File: config.mk
export PLATFORM = sky130hd
export DESIGN_NAME = pad_stream_gen
export DESIGN_NICKNAME = d
export VERILOG_FILES = /design/src/rtl/pad_stream_pkg.sv /design/src/rtl/pad_skid_fifo.sv /design/src/rtl/pad_stream_gen.sv
export SDC_FILE = /design/constraint.sdc
export NUM_CORES = 1
export LEC_CHECK = 0
export CAP_MARGIN = 20
export CORE_MARGIN = 2
export CORE_UTILIZATION = 45
export DETAILED_ROUTE_END_ITERATION = 16
export GPL_ROUTABILITY_DRIVEN = 0
export PLACE_DENSITY = 0.72
export SYNTH_ARGS = -nofsm -noshare
export SYNTH_HDL_FRONTEND = slang
export SYNTH_SLANG_ARGS = --single-unit
export TNS_END_PERCENT = 20
File: constraint.sdc
create_clock -name clk -period 3.6 [get_ports clk]
set_clock_uncertainty 0.15 [all_clocks]
set_input_delay 0.54 -clock clk [delete_from_list [all_inputs] [get_ports clk]]
set_output_delay 0.54 -clock clk [all_outputs]
set_load 0.01 [all_outputs]
File: src/rtl/pad_stream_pkg.sv
`default_nettype none
// pad_stream_pkg -- shared FSM encoding, beat tag and geometry helpers for pad_stream_gen; rev 1.0
package pad_stream_pkg;

  typedef enum logic [1:0] {
    ST_IDLE  = 2'd0,
    ST_ISSUE = 2'd1,
    ST_DRAIN = 2'd2,
    ST_FIN   = 2'd3
  } state_t;

  typedef struct packed {
    logic is_pad;
    logic sol;
    logic last;
  } tag_t;

  function automatic int padded_dim(input int dim, input int pad);
    return dim + 2 * pad;
  endfunction

  function automatic int total_tokens(input int w, input int h, input int pad);
    return padded_dim(w, pad) * padded_dim(h, pad);
  endfunction

  localparam int DEF_PAD_W  = padded_dim(224, 1);
  localparam int DEF_PAD_H  = padded_dim(224, 1);
  localparam int DEF_TOKENS = total_tokens(224, 224, 1);

endpackage
`default_nettype wire

File: src/rtl/pad_skid_fifo.sv
`default_nettype none
// pad_skid_fifo -- synchronous power-of-2 FIFO with an occupancy count; rev 1.0
module pad_skid_fifo #(
  parameter int WIDTH = 38,
  parameter int DEPTH = 4,
  parameter int CNT_W = $clog2(DEPTH) + 1
) (
  input  logic             clk,
  input  logic             rst,
  input  logic             push,
  input  logic [WIDTH-1:0] push_data,
  input  logic             pop,
  output logic [WIDTH-1:0] pop_data,
  output logic [CNT_W-1:0] count,
  output logic             empty
);
  localparam int PTR_W = $clog2(DEPTH);

  logic [WIDTH-1:0] mem [DEPTH];
  logic [PTR_W-1:0] wr_ptr;
  logic [PTR_W-1:0] rd_ptr;
  logic             full;
  logic             do_push;
  logic             do_pop;

  assign full     = (count == CNT_W'(DEPTH));
  assign empty    = (count == '0);
  assign do_push  = push && !full;
  assign do_pop   = pop && !empty;
  assign pop_data = mem[rd_ptr];

  always_ff @(posedge clk) begin
    if (do_push) mem[wr_ptr] <= push_data;
  end

  always_ff @(posedge clk) begin
    if (rst) begin
      wr_ptr <= '0;
      rd_ptr <= '0;
      count  <= '0;
    end else begin
      if (do_push) wr_ptr <= wr_ptr + PTR_W'(1);
      if (do_pop)  rd_ptr <= rd_ptr + PTR_W'(1);
      case ({do_push, do_pop})
        2'b10:   count <= count + CNT_W'(1);
        2'b01:   count <= count - CNT_W'(1);
        default: count <= count;
      endcase
    end
  end
endmodule
`default_nettype wire

File: src/rtl/pad_stream_gen.sv
`default_nettype none
// pad_stream_gen -- zero-bordered raster stream from an unpadded image RAM; rev 1.0
// Define PAD_STALL_CNT_EN to add the 32-bit stall_cnt output.
module pad_stream_gen
  import pad_stream_pkg::*;
#(
  parameter int IMG_W      = 224,
  parameter int IMG_H      = 224,
  parameter int PAD        = 1,
  parameter int DW         = 9,
  parameter int CH         = 4,
  parameter int FIFO_DEPTH = 4,
  parameter int AW         = 16
) (
  input  logic             clk,
  input  logic             rst,
  input  logic             start,
  output logic             busy,
  output logic             done,
  output logic             mem_ren,
  output logic [AW-1:0]    mem_addr,
  input  logic [CH*DW-1:0] mem_rdata,
  output logic             out_valid,
  input  logic             out_ready,
  output logic [CH*DW-1:0] out_data,
  output logic             out_sol,
  output logic             out_last
`ifdef PAD_STALL_CNT_EN
  ,
  output logic [31:0]      stall_cnt
`endif
);
  localparam int PW     = padded_dim(IMG_W, PAD);
  localparam int PH     = padded_dim(IMG_H, PAD);
  localparam int CW     = $clog2(PW);
  localparam int RW     = $clog2(PH);
  localparam int DATA_W = CH * DW;
  localparam int CNT_W  = $clog2(FIFO_DEPTH) + 1;

  state_t            state;
  state_t            state_nx;
  logic [RW-1:0]     row;
  logic [CW-1:0]     col;
  logic [AW-1:0]     addr;
  logic              stage_valid;
  tag_t              stage_tag;
  logic [CNT_W-1:0]  fifo_count;
  logic [CNT_W:0]    credit_used;
  logic              issue;
  logic              interior;
  logic              col_last;
  logic              row_last;
  logic              last_tok;
  logic              pop;
  logic              fifo_empty;
  logic [DATA_W+1:0] push_data;
  logic [DATA_W+1:0] head;

  // The in-flight stage counts against FIFO space so a read can never land in a full FIFO.
  assign credit_used = {1'b0, fifo_count} + {{CNT_W{1'b0}}, stage_valid};
  assign issue       = (state == ST_ISSUE) && (credit_used < (CNT_W+1)'(FIFO_DEPTH));
  assign col_last    = (col == CW'(PW - 1));
  assign row_last    = (row == RW'(PH - 1));
  assign last_tok    = col_last && row_last;
  assign interior    = (row >= RW'(PAD)) && (row < RW'(PAD + IMG_H)) &&
                       (col >= CW'(PAD)) && (col < CW'(PAD + IMG_W));

  assign mem_ren  = issue && interior;
  assign mem_addr = addr;
  assign busy     = (state == ST_ISSUE) || (state == ST_DRAIN);
  assign done     = (state == ST_FIN);

  always_ff @(posedge clk) begin
    if (rst) begin
      state       <= ST_IDLE;
      row         <= '0;
      col         <= '0;
      addr        <= '0;
      stage_valid <= 1'b0;
      stage_tag   <= '0;
    end else begin
      state       <= state_nx;
      stage_valid <= issue;
      if (issue) begin
        stage_tag.is_pad <= !interior;
        stage_tag.sol    <= (col == '0);
        stage_tag.last   <= last_tok;
      end
      if ((state == ST_IDLE) && start) begin
        row  <= '0;
        col  <= '0;
        addr <= '0;
      end else if (issue) begin
        // Interior positions are visited in raster order, so their addresses are consecutive.
        if (interior) addr <= addr + AW'(1);
        if (col_last) begin
          col <= '0;
          row <= row + RW'(1);
        end else begin
          col <= col + CW'(1);
        end
      end
    end
  end

  always_comb begin
    state_nx = state;
    unique case (state)
      ST_IDLE:  if (start) state_nx = ST_ISSUE;
      ST_ISSUE: if (issue && last_tok) state_nx = ST_DRAIN;
      ST_DRAIN: if (!stage_valid &&
                    ((fifo_count == '0) || ((fifo_count == CNT_W'(1)) && pop)))
                  state_nx = ST_FIN;
      ST_FIN:   state_nx = ST_IDLE;
      default:  state_nx = ST_IDLE;
    endcase
  end

  assign push_data = {stage_tag.sol, stage_tag.last,
                      stage_tag.is_pad ? {DATA_W{1'b0}} : mem_rdata};
  assign out_valid = !fifo_empty;
  assign pop       = out_valid && out_ready;

  pad_skid_fifo #(
    .WIDTH (DATA_W + 2),
    .DEPTH (FIFO_DEPTH),
    .CNT_W (CNT_W)
  ) u_fifo (
    .clk       (clk),
    .rst       (rst),
    .push      (stage_valid),
    .push_data (push_data),
    .pop       (pop),
    .pop_data  (head),
    .count     (fifo_count),
    .empty     (fifo_empty)
  );

  assign out_data = out_valid ? head[DATA_W-1:0] : {DATA_W{1'b0}};
  assign out_last = out_valid && head[DATA_W];
  assign out_sol  = out_valid && head[DATA_W+1];

`ifdef PAD_STALL_CNT_EN
  always_ff @(posedge clk) begin
    if (rst || ((state == ST_IDLE) && start)) begin
      stall_cnt <= '0;
    end else if (out_valid && !out_ready && (stall_cnt != '1)) begin
      stall_cnt <= stall_cnt + 32'd1;
    end
  end
`endif
endmodule
`default_nettype wire

# Word-level counts from Yosys, hierarchy flattened
# Memory sizes are Yosys's and may differ from the RTL's. A register that Yosys moved wholly into a read port is not among the register bits.
# Index checks and enable logic that the tools add are counted.
totals:
  register_bits: 45
  ram_bits: 152
  inputBits: 40
  mem_count: 1
mem_list:
  columns: ["name", "words", "word_bits", "rd", "rd_ports_with_merged_regs", "wr", "line", "rtl"]
  rows:
  - ["u_fifo.mem", 4, 38, 1, 1, 1, "pad_skid_fifo.sv:19", "logic [WIDTH-1:0] mem [DEPTH];"]
op_classes:
  n_addsub: 8
  order_cmp: 5
  eq_ne: 12
  mux: 12
  reduce_logical: 29
op_table:
  columns: ["operator", "n"]
  rows:
  - ["two-way mux 36 bit", 2]
  - ["adder 16 x 1 -> 16 bit, second input constant", 1]
  - ["adder 8 x 1 -> 8 bit, second input constant", 2]
  - ["== test 8 bit, second input constant", 2]
  - ["greater-or-equal comparator 8 x 1 -> 1 bit, second input constant", 2]
  - ["less-than comparator 8 bit, second input constant", 2]
  - ["logical AND 1 bit", 15]
  - ["two-way mux 2 bit", 5]
  - ["zero test 8 bit", 1]
  - ["two-way mux 8 bit", 1]
  - ["one-hot mux 2 bit (4 select lines)", 1]
  - ["== test 2 bit, second input constant", 3]
  - ["one-hot mux 3 bit (2 select lines)", 1]
  - ["adder 2 x 1 -> 2 bit, second input constant", 2]
  - ["adder 3 x 1 -> 4 bit", 1]
  - ["== test 2 x 1 -> 1 bit, second input constant", 2]
  - ["zero test 1 bit", 4]
  - ["less-than comparator 4 x 3 -> 1 bit, second input constant", 1]
  - ["!= test 2 x 1 -> 1 bit, second input constant", 2]
  - ["AND reduction 2 bit", 2]
  - ["adder 3 x 1 -> 3 bit, second input constant", 1]
  - ["== test 3 x 1 -> 1 bit, second input constant", 1]
  - ["== test 3 bit, second input constant", 1]
  - ["zero test 3 bit", 1]
  - ["other kinds (8)", 10]

# Logic depth before layout (Yosys ltp)
# Gate-level depths: netlist (run 1).
logic_depth:
  ltp_word: 8
  depth_mapped: 8

# Modules after synthesis
# A second synthesis (run 1) with hierarchy kept.
unflattened:
  cells_unflattened: 571
  hier_area_um2: 8465.6
modules_own_cells:
  columns: ["module", "n_inst", "cells_each", "area_per_inst_um2", "seq_area_each_um2"]
  rows:
  - ["pad_skid_fifo", 1, 251, 5980.7, 4744.6]
  - ["pad_stream_gen", 1, 320, 2484.9, 760.7]

# Worst setup path before layout (run 1)
# No wires, ideal clock.
synth_timing:
  kind: "register -> register"
  startpoint: "reg u_fifo.count[0]"
  endpoint: "mem u_fifo.mem[0][0], enable pin"
  setup_time_ns: 0.399
  arrival_ns: 2.043
  slack_ns: 1.008
  stages_incl_launch_ff: 5
  path_buffers: 0
  period_less_slack_ns: 2.592
  cell_sequence: "dfxtp_1 > inv_1 > ha_1 > a21boi_1 > and2_1"
synth_via:
  elab_chain_cells: 5
synth_rtl:
  columns: ["item", "line", "rtl"]
  rows:
  - ["start, declared", "pad_skid_fifo.sv:14", "output logic [CNT_W-1:0] count,"]
  - ["start signal, assigned", "pad_skid_fifo.sv:45", "2'b10: count <= count + CNT_W'(1);"]
  - ["start signal, assigned", "pad_skid_fifo.sv:46", "2'b01: count <= count - CNT_W'(1);"]
  - ["start signal, assigned", "pad_skid_fifo.sv:47", "default: count <= count;"]
  - ["== test 3 bit", "pad_skid_fifo.sv:26", "assign full = (count == CNT_W'(DEPTH));"]
  - ["zero test 1 bit", "pad_skid_fifo.sv:28", "assign do_push = push && !full;"]
  - ["logical AND 1 bit", "pad_skid_fifo.sv:28", null]
  - ["two-way mux 1 bit", "pad_skid_fifo.sv:33", "if (do_push) mem[wr_ptr] <= push_data;"]
  - ["two-way mux 1 bit (not written as such)", "pad_skid_fifo.sv:33", null]
  - ["end, declared", "pad_skid_fifo.sv:19", null]
# Every way passes these cells.

# Worst setup path after layout (run 1)
layout_timing:
  startpoint: "reg row[0]"
  endpoint: "out mem_ren"
layout_via:
  elab_chain_cells: 5
  elab_cells_between_ends: 6
layout_rtl:
  columns: ["item", "line", "rtl"]
  rows:
  - ["start, declared", "pad_stream_gen.sv:42", "logic [RW-1:0] row;"]
  - ["start signal, assigned", "pad_stream_gen.sv:98", "row <= row + RW'(1);"]
  - ["greater-or-equal comparator 8 x 1 -> 1 bit / less-than comparator 8 bit (equally long branches)", "pad_stream_gen.sv:65", "assign interior = (row >= RW'(PAD)) && (row < RW'(PAD + IMG_H)) &&"]
  - ["logical AND 1 bit * (2 in series)", "pad_stream_gen.sv:65", null]
  - ["logical AND 1 bit *", "pad_stream_gen.sv:66", "(col >= CW'(PAD)) && (col < CW'(PAD + IMG_W));"]
  - ["logical AND 1 bit *", "pad_stream_gen.sv:68", "assign mem_ren = issue && interior;"]
  - ["end, declared", "pad_stream_gen.sv:20", "output logic mem_ren,"]
# Mark *: on every way between the ends. The rest lies on a longest branch, timed or not.

==> results.yml, run 1 <==
detailed_routing:
  wl_met3_um: 697
  first_pass_iters: 11
  route.vias.total: 4834
  wl_met2_um: 8170
  post-route-drc-count: 11
  drt-total-wl_um: 15800
  route.top_layer_used: "met4"
  drt_iter0_drc: 244
  detail-route-antenna-nets: 0
  vias_per_cell: 5.38
  detail_route.wl_per_cell_um: 17.6
  met1_length_um: 6860
pwr:
  pwr-share-seq: 0.431
  leakage_nw: 3.36
  switchingPower_mw: 1.91
  internal_power_mw: 4.80
  p_clk_frac: 0.276
  ir_drop_v: 0.000330
  swShare: 0.285
  comb_power_share: 0.293
  p_per_area_nw_per_um2: 658
final_layout:
  final_layout_size_suffix_gt1_frac: 0.137
  nets: 719
  area_delta_synth_final_pct: 22.4
  diodes: 0
synth:
  yosysSeqAreaShare: 0.661
  synth_cells: 551
  synth.avg_cell_area_sq_um: 15.1
  synth_seq_cells: 199
  synth.distinct_cells: 42
  ys_warn_count: 0
  netlist_area_sq_um: 8330
  async_flop_share: 0
  synth_nets: 613
  synth_edf_count: 152
  synthFlopType: "edfxtp_1"
timing:
  setup_viol: 0
  final.min_clock_period_ps: 3380
  setup_tns_ps: 0
  drv_slew: 0
  worst_slack_ps: 225
  worstMarginPinSlew_ps: 926
  slew_headroom: 0.383
  hold_viol: 0
  rsz0062_at_grt: "no"
  max_freq_ghz: 0.296
  finalCritPeriodShare: 0.938
placement:
  place_ws_ps: 569
  io_buffers: 97
  dpl.hpwl_um: 10100
setup_path:
  reg2reg_to: "mem_addr[12]"
  crit_path_end_kind: "output port"
  start_kind: "register"
  cp.required_ps: 2910
  path_max_fanout: 6
  r2r-start: "row[0]"
  worstPathArrival_ps: 2690
  reg2regPathDepth: 7
  critical_path.slowest_cell: "clkdlybuf4s50_1"
  crit_end: "mem_ren"
  startpoint: "row[0]"
  r2r_slack_ps: 830
  cp_slowest_stage_delay_ps: 600
  worstSetupPathType: "register to output port"
  path_cells: "inv_1, ha_1, nor4b_1, mux2_4, nor3_4, clkdlybuf4s50_1"
cts:
  clock_sinks: 199
  clk_latency_ps: 420
  post_cts_buffers: 0
  ctsRootBufferMaster: "clkbuf_16"
  clock_path_buffers: 2
  cts_tree: "yes"
  h-tree-depth: 4
  clk_pin_slew_ps: 70
  cts_made_buffers: 17
global_route:
  antenna_found_initial: 0
  grt_pass1_vias: 5002
  grt_overflow_total: 0
  grt_max_degree: 41
  grt_usage: 0.165
  grt_pass1_wl_um: 25300
hold_path:
  hold_path_depth: 2
  hp-class: "register to register"
status:
  outcome: "finished with violations"
  violations: "DRC"
floorplanning:
  rows: 49
  start_util: 0.461
  dieArea_sq_um: 19600
  die_h_um: 140
  die_w_um: 140
  core_area_sq_um: 18100
  pin_count: 98
flow_run:
  maxCapViolations: 0
-- kinds of logic after synthesis --
| kind of cell | after synthesis | share of synthesized area |
|---|---|---|
| AO/OA/AOI/OAI | 39 | 0.0273 |
| XOR/XNOR | 22 | 0.0231 |
| adder cells (fa/ha/maj) | 22 | 0.0330 |
| buffers and inverters | 40 | 0.0194 |
| flip-flops | 199 | 0.661 |
| multiplexers | 43 | 0.109 |
| AND/OR/NAND/NOR | 186 | 0.127 |
-- power groups by stage --
stage          Combinational (mW)  Clock, mW  Sequential, mW
2_1_floorplan                1.20          0            2.85
3_3_place_gp                 1.93          0            2.92
3_5_place_dp                 1.98          0            2.94
4_1_cts                      1.99       1.89            2.89
5_1_grt                      2.13       1.98            2.91
6_report                     1.96       1.85            2.89
-- layout by cell type, fill, tap and decap left out, types with 5 or more instances in the layout --
| cell | n |
|---|---|
| edfxtp_1 | 152 |
| clkdlybuf4s50_1 | 97 |
| dfxtp_1 | 44 |
| and2_1 | 40 |
| mux4_2 | 38 |
| nor2b_1 | 37 |
| nor2_1 | 31 |
| ha_1 | 22 |
| inv_1 | 17 |
| clkbuf_16 | 17 |
| nand2_1 | 16 |
| a21oi_1 | 16 |
| xor2_1 | 15 |
| nand4_1 | 13 |
| o21ai_0 | 12 |
| buf_4 | 12 |
| or3_1 | 11 |
| nand3_1 | 8 |
| nor3_1 | 7 |
| xnor2_1 | 7 |
| and3_1 | 5 |
-- cell type report --
class | count | area (sq um)
well taps | 229 | 287
flip-flops and latches | 199 | 5510
clock inverters | 13 | 144
inverters | 17 | 63.8
multi-input cells | 312 | 2670
repair buffers | 110 | 1080
clock buffers | 19 | 433
fillers | 1404 | 7900
-- critical path: cells and delay by family, from the launching register on --
| family | cells | cell delay, ps |
|---|---|---|
| AND/OR/NAND/NOR | 2 | 670 |
| buffers and inverters | 2 | 710 |
| adder cells (fa/ha/maj) | 1 | 140 |
| multiplexers | 1 | 370 |
| flip-flops | 1 | 380 |
-- per-layer routing --
layer	up-vias	global-route usage
li1	2272	-
met1	2435	0.204
met2	118	0.294
met3	9	0.0366
met4	0	0.0436
met5	-	0
-- synth_stat cells (3+ instances only) --
cell type	n	area [sq um]
dfxtp_1	47	941
nor3_1	7	35.0
ha_1	22	275
a211oi_1	3	22.5
xor2_1	15	131
or3_1	11	68.8
xnor2_1	7	61.3
edfxtp_1	152	4560
mux2i_1	4	40.0
nand4_1	13	81.3
nor2_1	31	116
clkbuf_1	18	67.6
buf_2	3	15.0
inv_1	17	63.8
nand2_1	16	60.1
nand3_1	8	40.0
o21ai_0	12	60.1
a21oi_1	16	80.1
and2_1	44	275
mux4_2	38	856
nor2b_1	37	231
and3_1	5	31.3
-- worst min-delay path by stage --
stage	startpoint	to	slack, ps
finish	mem_addr[15]	mem_addr[15]	340
global route	mem_addr[15]	mem_addr[15]	370
CTS	mem_addr[15]	mem_addr[15]	350
detailed placement	mem_addr[15]	mem_addr[15]	320
global placement	mem_addr[15]	mem_addr[15]	320
floorplan	push_data[37]	push_data[37]	310
-- flip-flops by register name, indices dropped and copies added, names as in the netlist, named ones only --
| register | flops |
|---|---|
| u_fifo.rd_ptr | 2 |
| col | 8 |
| stage_tag | 1 |
| mem_addr | 16 |
| row | 8 |
| push_data | 2 |
| state | 2 |
| u_fifo.mem | 152 |
| u_fifo.wr_ptr | 2 |
| stage_valid | 1 |
| u_fifo.count | 3 |
-- stage by stage --
stage / power, mW / area (sq um) / std cells / util / hold WS [ps]
detailed placement: 4.92 / 9610 / 867 / 0.531 / 325
floorplan: 4.05 / 8330 / 551 / - / 309
finish: 6.71 / 10200 / 899 / 0.563 / 344
global route: 7.02 / 10200 / 899 / 0.563 / 373
global placement: 4.85 / 9610 / 867 / 0.531 / 317
CTS: 6.77 / 10200 / 899 / 0.563 / 346
-- what timing repair did --
| action | in CTS | in global routing |
|---|---|---|
| gates resized for setup | 0 | 1 |
| hold buffers | 0 | 0 |
| endpoints found under the setup margin | 0 | 1 |
Power figures use the tool's default switching activity.
==> run 2, diff against run 1 <==
Settings changed: CAP_MARGIN 20 to 15, SYNTH_HIERARCHICAL set to 1.
==> results.yml, run 2 <==
setup_path:
  cp.required_ps: 2910
  path_cells: "inv_1, ha_1, nor4b_2, mux2_1, or3_1, inv_1, clkdlybuf4s50_1"
  cp_num_buf_inv: 3
  r2r_slack_ps: 880
  path_common_cell: "inv_1"
  crit_path_end_kind: "output port"
  path_max_fanout: 6
  critical_path.slowest_cell: "clkdlybuf4s50_1"
  start_kind: "register"
  worstPathArrival_ps: 2740
  reg2reg_to: "mem_addr[5]"
  r2r-start: "row[0]"
  reg2regPathDepth: 8
  cp_slowest_stage_delay_ps: 570
  path_delay_family: "buffers and inverters"
  worstSetupPathType: "register to output port"
final_layout:
  final_layout_size_suffix_gt1_frac: 0.135
  top_register: "u_fifo/mem"
  largest_reg_flops: 152
  area_delta_synth_final_pct: 21.8
  fillers: 1460
  mostFrequentLayoutCells: "edfxtp_1 (152), clkdlybuf4s50_1 (97), nor2b_1 (77), dfxtp_1 (44), mux4_2 (38)"
  nets: 732
  final_common_cell: "edfxtp_1"
  diodes: 0
  final_area_sq_um: 10300
synth:
  yosysTopAreaCellShare: 0.539
  synthFlopType: "edfxtp_1"
  async_flop_share: 0
  synth.largest_area_cell: "edfxtp_1"
  yosysMostFrequentCell: "edfxtp_1"
  ys_warn_count: 6
  synth.distinct_cells: 41
  synth_nets: 629
  synth_seq_cells: 199
  yosysSeqAreaShare: 0.650
  synth_edf_count: 152
  netlist_area_sq_um: 8470
  synth_cells: 571
  synth.avg_cell_area_sq_um: 14.8
  yosys-top-cells-area: "edfxtp_1 (54%), dfxtp_1 (11%), mux4_2 (10%), nor2b_1 (5.7%), ha_1 (2.5%)"
  synth.cells.most_frequent: "edfxtp_1 (152), nor2b_1 (77), dfxtp_1 (47)"
detailed_routing:
  post-route-drc-count: 0
  first_pass_iters: 4
  detail-route-antenna-nets: 0
  drt-total-wl_um: 16300
  route.vias.total: 4919
  detail_route.wl_per_cell_um: 17.7
  drt_iter0_drc: 260
  vias_per_cell: 5.36
global_route:
  grt_usage: 0.169
  grt_pass1_wl_um: 26000
  grt_max_degree: 38
  grt_overflow_total: 0
  grt_pass1_vias: 5051
  antenna_found_initial: 0
placement:
  io_buffers: 97
  place_ws_ps: 607
  dpl-instance-area_sq_um: 9700
  dpl.hpwl_um: 10500
cts:
  clock_path_buffers: 2
  cts_tree: "yes"
  ctsRootBufferMaster: "clkbuf_16"
  post_cts_buffers: 0
  cts_resized: 0
  postCtsHoldBufs: 0
  h-tree-depth: 4
  clk_pin_slew_ps: 70
  clk_latency_ps: 420
  clock_sinks: 199
  cts_made_buffers: 17
timing:
  final.min_clock_period_ps: 3430
  setup_viol: 0
  whs_ps: 335
  setup_tns_ps: 0
  hold_viol: 0
  worst_slack_ps: 167
  slew_headroom: 0.410
  max_freq_ghz: 0.291
  drv_slew: 0
  worstMarginPinSlew_ps: 885
  finalCritPeriodShare: 0.954
floorplanning:
  core_area_sq_um: 18600
  pin_count: 98
  dieArea_sq_um: 19900
  rows: 50
  start_util: 0.456
  die_w_um: 141
  die_h_um: 141
pwr:
  ir_drop_v: 0.000341
  p_per_area_nw_per_um2: 580
  fin_total_pwr_mw: 5.98
  leakage_nw: 3.31
hold_path:
  hold_path_depth: 2
  hp-start: "u_fifo/rd_ptr[1]"
  hp-class: "register to register"
flow_run:
  maxCapViolations: 0
status:
  outcome: "complete, no violations"
## run 2: cell types whose count changed in the layout (fill, tap and decap cells not counted), moves of 4 or more
cell / change
nor2b_1: +40
and2_1: -38
a21oi_1: +12
o31ai_1: +11
nand3_1: +9
nand4_1: -8
or4_1: +8
nand2_1: +6
ha_1: -5
o21ai_0: -5
xor2_1: -5
inv_6: -4
## run 2: tightest hold or removal path: stages, from the launching register on
cell	delay, ps
dfxtp_1	300
o21ai_0	70
a21oi_1	70
## run 2: worst max path at each step
stage / start / to / slack (ps) / depth (start not counted)
3_5_place_dp: row[1] / mem_ren / 610 / 7
6_report: row[0] / mem_ren / 170 / 7
2_1_floorplan: row[0] / mem_ren / 1040 / 8
3_3_place_gp: row[0] / mem_ren / 650 / 7
4_1_cts: row[1] / mem_ren / 130 / 7
5_1_grt: row[0] / mem_ren / -40 / 7
## run 2: area by class of cell
type / instances / area (sq um) / share of cell area
Tap cell: 234 / 293 / 0.0284
Multi-Input combinational cell: 328 / 2740 / 0.266
Inverter: 18 / 67.6 / 0.00655
Timing Repair Buffer: 110 / 1090 / 0.106
Clock buffer: 18 / 429 / 0.0416
Clock inverter: 11 / 178 / 0.0172
Sequential cell: 199 / 5510 / 0.534
## run 2: layer usage
| metal | vias up | GRT usage | wire, um |
|---|---|---|---|
| met5 | - | 0 | 0 |
| met4 | 0 | 0.0400 | 146 |
| met3 | 16 | 0.0469 | 749 |
| met2 | 115 | 0.284 | 8130 |
| met1 | 2449 | 0.219 | 7230 |
| li1 | 2339 | - | - |
## run 2: cells by family after synthesis
family / after synthesis / synth area share
multiplexers: 42 / 0.106
flip-flops: 199 / 0.650
AND/OR/NAND/NOR: 198 / 0.132
adder cells (fa/ha/maj): 18 / 0.0275
buffers and inverters: 44 / 0.0279
AO/OA/AOI/OAI: 54 / 0.0392
XOR/XNOR: 16 / 0.0166
## run 2: report_power, final
group          internal [mW]  total, mW  switching, mW
registers               2.74       2.87          0.128
logic                  0.547       1.17          0.619
clock network           1.16       1.94          0.786
total                   4.44       5.98           1.53
## run 2: through the flow
stage               std cells   util
floorplan                 571      -
detailed placement        889  0.522
global placement          889  0.522
finish                    918  0.555
CTS                       918  0.555
global route              918  0.555
==> run 3, diff against run 2 <==
Clock period 3.6 ns to 3.4 ns, I/O delays scaled along.
==> results.yml, run 3 (synthesis gave the netlist of run 2 again) <==
floorplanning:
  dieArea_sq_um: 19900
  die_w_um: 141
  die_h_um: 141
  pin_count: 98
  rows: 50
  start_util: 0.456
  core_area_sq_um: 18600
cts:
  cts_tree: "yes"
  cts_made_buffers: 17
  postCtsHoldBufs: 0
  clock_sinks: 199
  clk_pin_slew_ps: 70
  clk_latency_ps: 430
  clock_path_buffers: 2
  h-tree-depth: 4
  ctsRootBufferMaster: "clkbuf_16"
detailed_routing:
  first_pass_iters: 5
  vias_per_cell: 5.46
  detail-route-antenna-nets: 0
  post-route-drc-count: 0
  drt_iter0_drc: 379
  route.vias.total: 5037
  drt-total-wl_um: 16700
  detail_route.wl_per_cell_um: 18.1
flow_run:
  maxCapViolations: 0
setup_path:
  cp_slowest_stage_delay_ps: 570
  reg2regPathDepth: 8
  path_cells: "buf_4, mux4_2, nor2b_1, clkdlybuf4s50_1"
  worstPathArrival_ps: 2350
  cp.required_ps: 2740
  start_kind: "register"
  worstSetupPathType: "register to output port"
  critical_path.slowest_cell: "clkdlybuf4s50_1"
  crit_path_end_kind: "output port"
  path_max_fanout: 38
  r2r-start: "row[0]"
timing:
  rsz0062_at_grt: "no"
  finalCritPeriodShare: 0.885
  worst_slack_ps: 392
  final.min_clock_period_ps: 3010
  worstMarginPinSlew_ps: 928
  hold_viol: 0
  max_freq_ghz: 0.332
  slew_headroom: 0.381
  drv_slew: 0
  setup_tns_ps: 0
  setup_viol: 0
global_route:
  antenna_found_initial: 0
  grt_pass1_vias: 5205
  grt_max_degree: 42
  grt_pass1_wl_um: 26600
  grt_overflow_total: 0
  grt_usage: 0.173
placement:
  dpl.hpwl_um: 10400
  place_ws_ps: 359
  io_buffers: 97
hold_path:
  hp-start: "u_fifo/rd_ptr[1]"
  hp-class: "register to register"
  hold_path_depth: 2
final_layout:
  mostFrequentLayoutCells: "edfxtp_1 (152), clkdlybuf4s50_1 (96), nor2b_1 (77), dfxtp_1 (44), mux4_2 (38)"
  final_common_cell: "edfxtp_1"
  diodes: 0
  fillers: 1456
  final_layout_size_suffix_gt1_frac: 0.142
  nets: 733
  area_delta_synth_final_pct: 22.4
  multi_input_area_sq_um: 2740
  top_register: "u_fifo/mem"
  largest_reg_flops: 152
  seqCellArea_sq_um: 5510
pwr:
  fin_total_pwr_mw: 6.51
  p_per_area_nw_per_um2: 628
  ir_drop_v: 0.000403
  leakage_nw: 3.36
status:
  outcome: "complete, no violations"
## run 3: cell count changes in the layout (fill, tap and decap cells not counted)
cell | before | now
buf_4 | 11 | 13
bufinv_16 | 4 | 5
clkdlybuf4s50_1 | 97 | 96
clkinv_8 | 0 | 1
inv_6 | 0 | 5
clkinv_2 | 0 | 1
inv_1 | 18 | 17
buf_12 | 2 | 1
clkinvlp_2 | 1 | 0
inv_8 | 1 | 0
clkbuf_1 | 1 | 0
inv_2 | 0 | 1
clkinv_4 | 3 | 1
dlymetal6s2s_1 | 0 | 1
## run 3: path summary, 6_finish.rpt
path                 endpoint  slack [ps]
setup / recovery     out_last         390
setup reg to reg  mem_addr[9]         650
hold reg to reg      register         350
hold / removal       register         350
## run 3: critical path, delay by kind of cell, from the launching register on
family	cells	cell delay (ps)
muxes	1	320
and+or+nand+nor	1	210
buffers and inverters	2	1050
DFF	1	320
## run 3: what timing repair did
action / in CTS / in global routing
resized for setup: 2 / 1
setup buffers: 0 / 0
setup endpoints to repair: 1 / 1
gates cloned: 0 / 0
## run 3: layer usage
metal	up-vias	track usage	part of all wire	routed length [um]
met5	-	0	0	0
li1	2343	-	-	-
met1	2546	0.217	0.44	7280
met4	0	0.0479	0.012	193
met3	16	0.0428	0.049	817
met2	132	0.300	0.50	8370
## run 3: metrics by stage
step | cells | area (sq um) | utilization | hold slack [ps]
6_report | 922 | 10400 | 0.558 | 347
5_1_grt | 922 | 10400 | 0.558 | 386
4_1_cts | 922 | 10400 | 0.558 | 350
3_5_place_dp | 890 | 9690 | 0.522 | 334
3_3_place_gp | 890 | 9690 | 0.522 | 315
2_1_floorplan | 571 | 8470 | - | 305
## run 3: power breakdown
part	total (mW)	internal [mW]	leakage [nW]	switching [mW]
clock network	2.23	1.32	0.318	0.906
logic	1.25	0.582	1.28	0.666
registers	3.03	2.90	1.76	0.134
## run 3: area by class of cell
class,instances,area share
clock inverter,15,0.0231
sequential,199,0.532
multi-input combinational,328,0.264
tap,234,0.0282
inverter,18,0.00652
clock buffer,17,0.0410
timing repair buffer,111,0.105
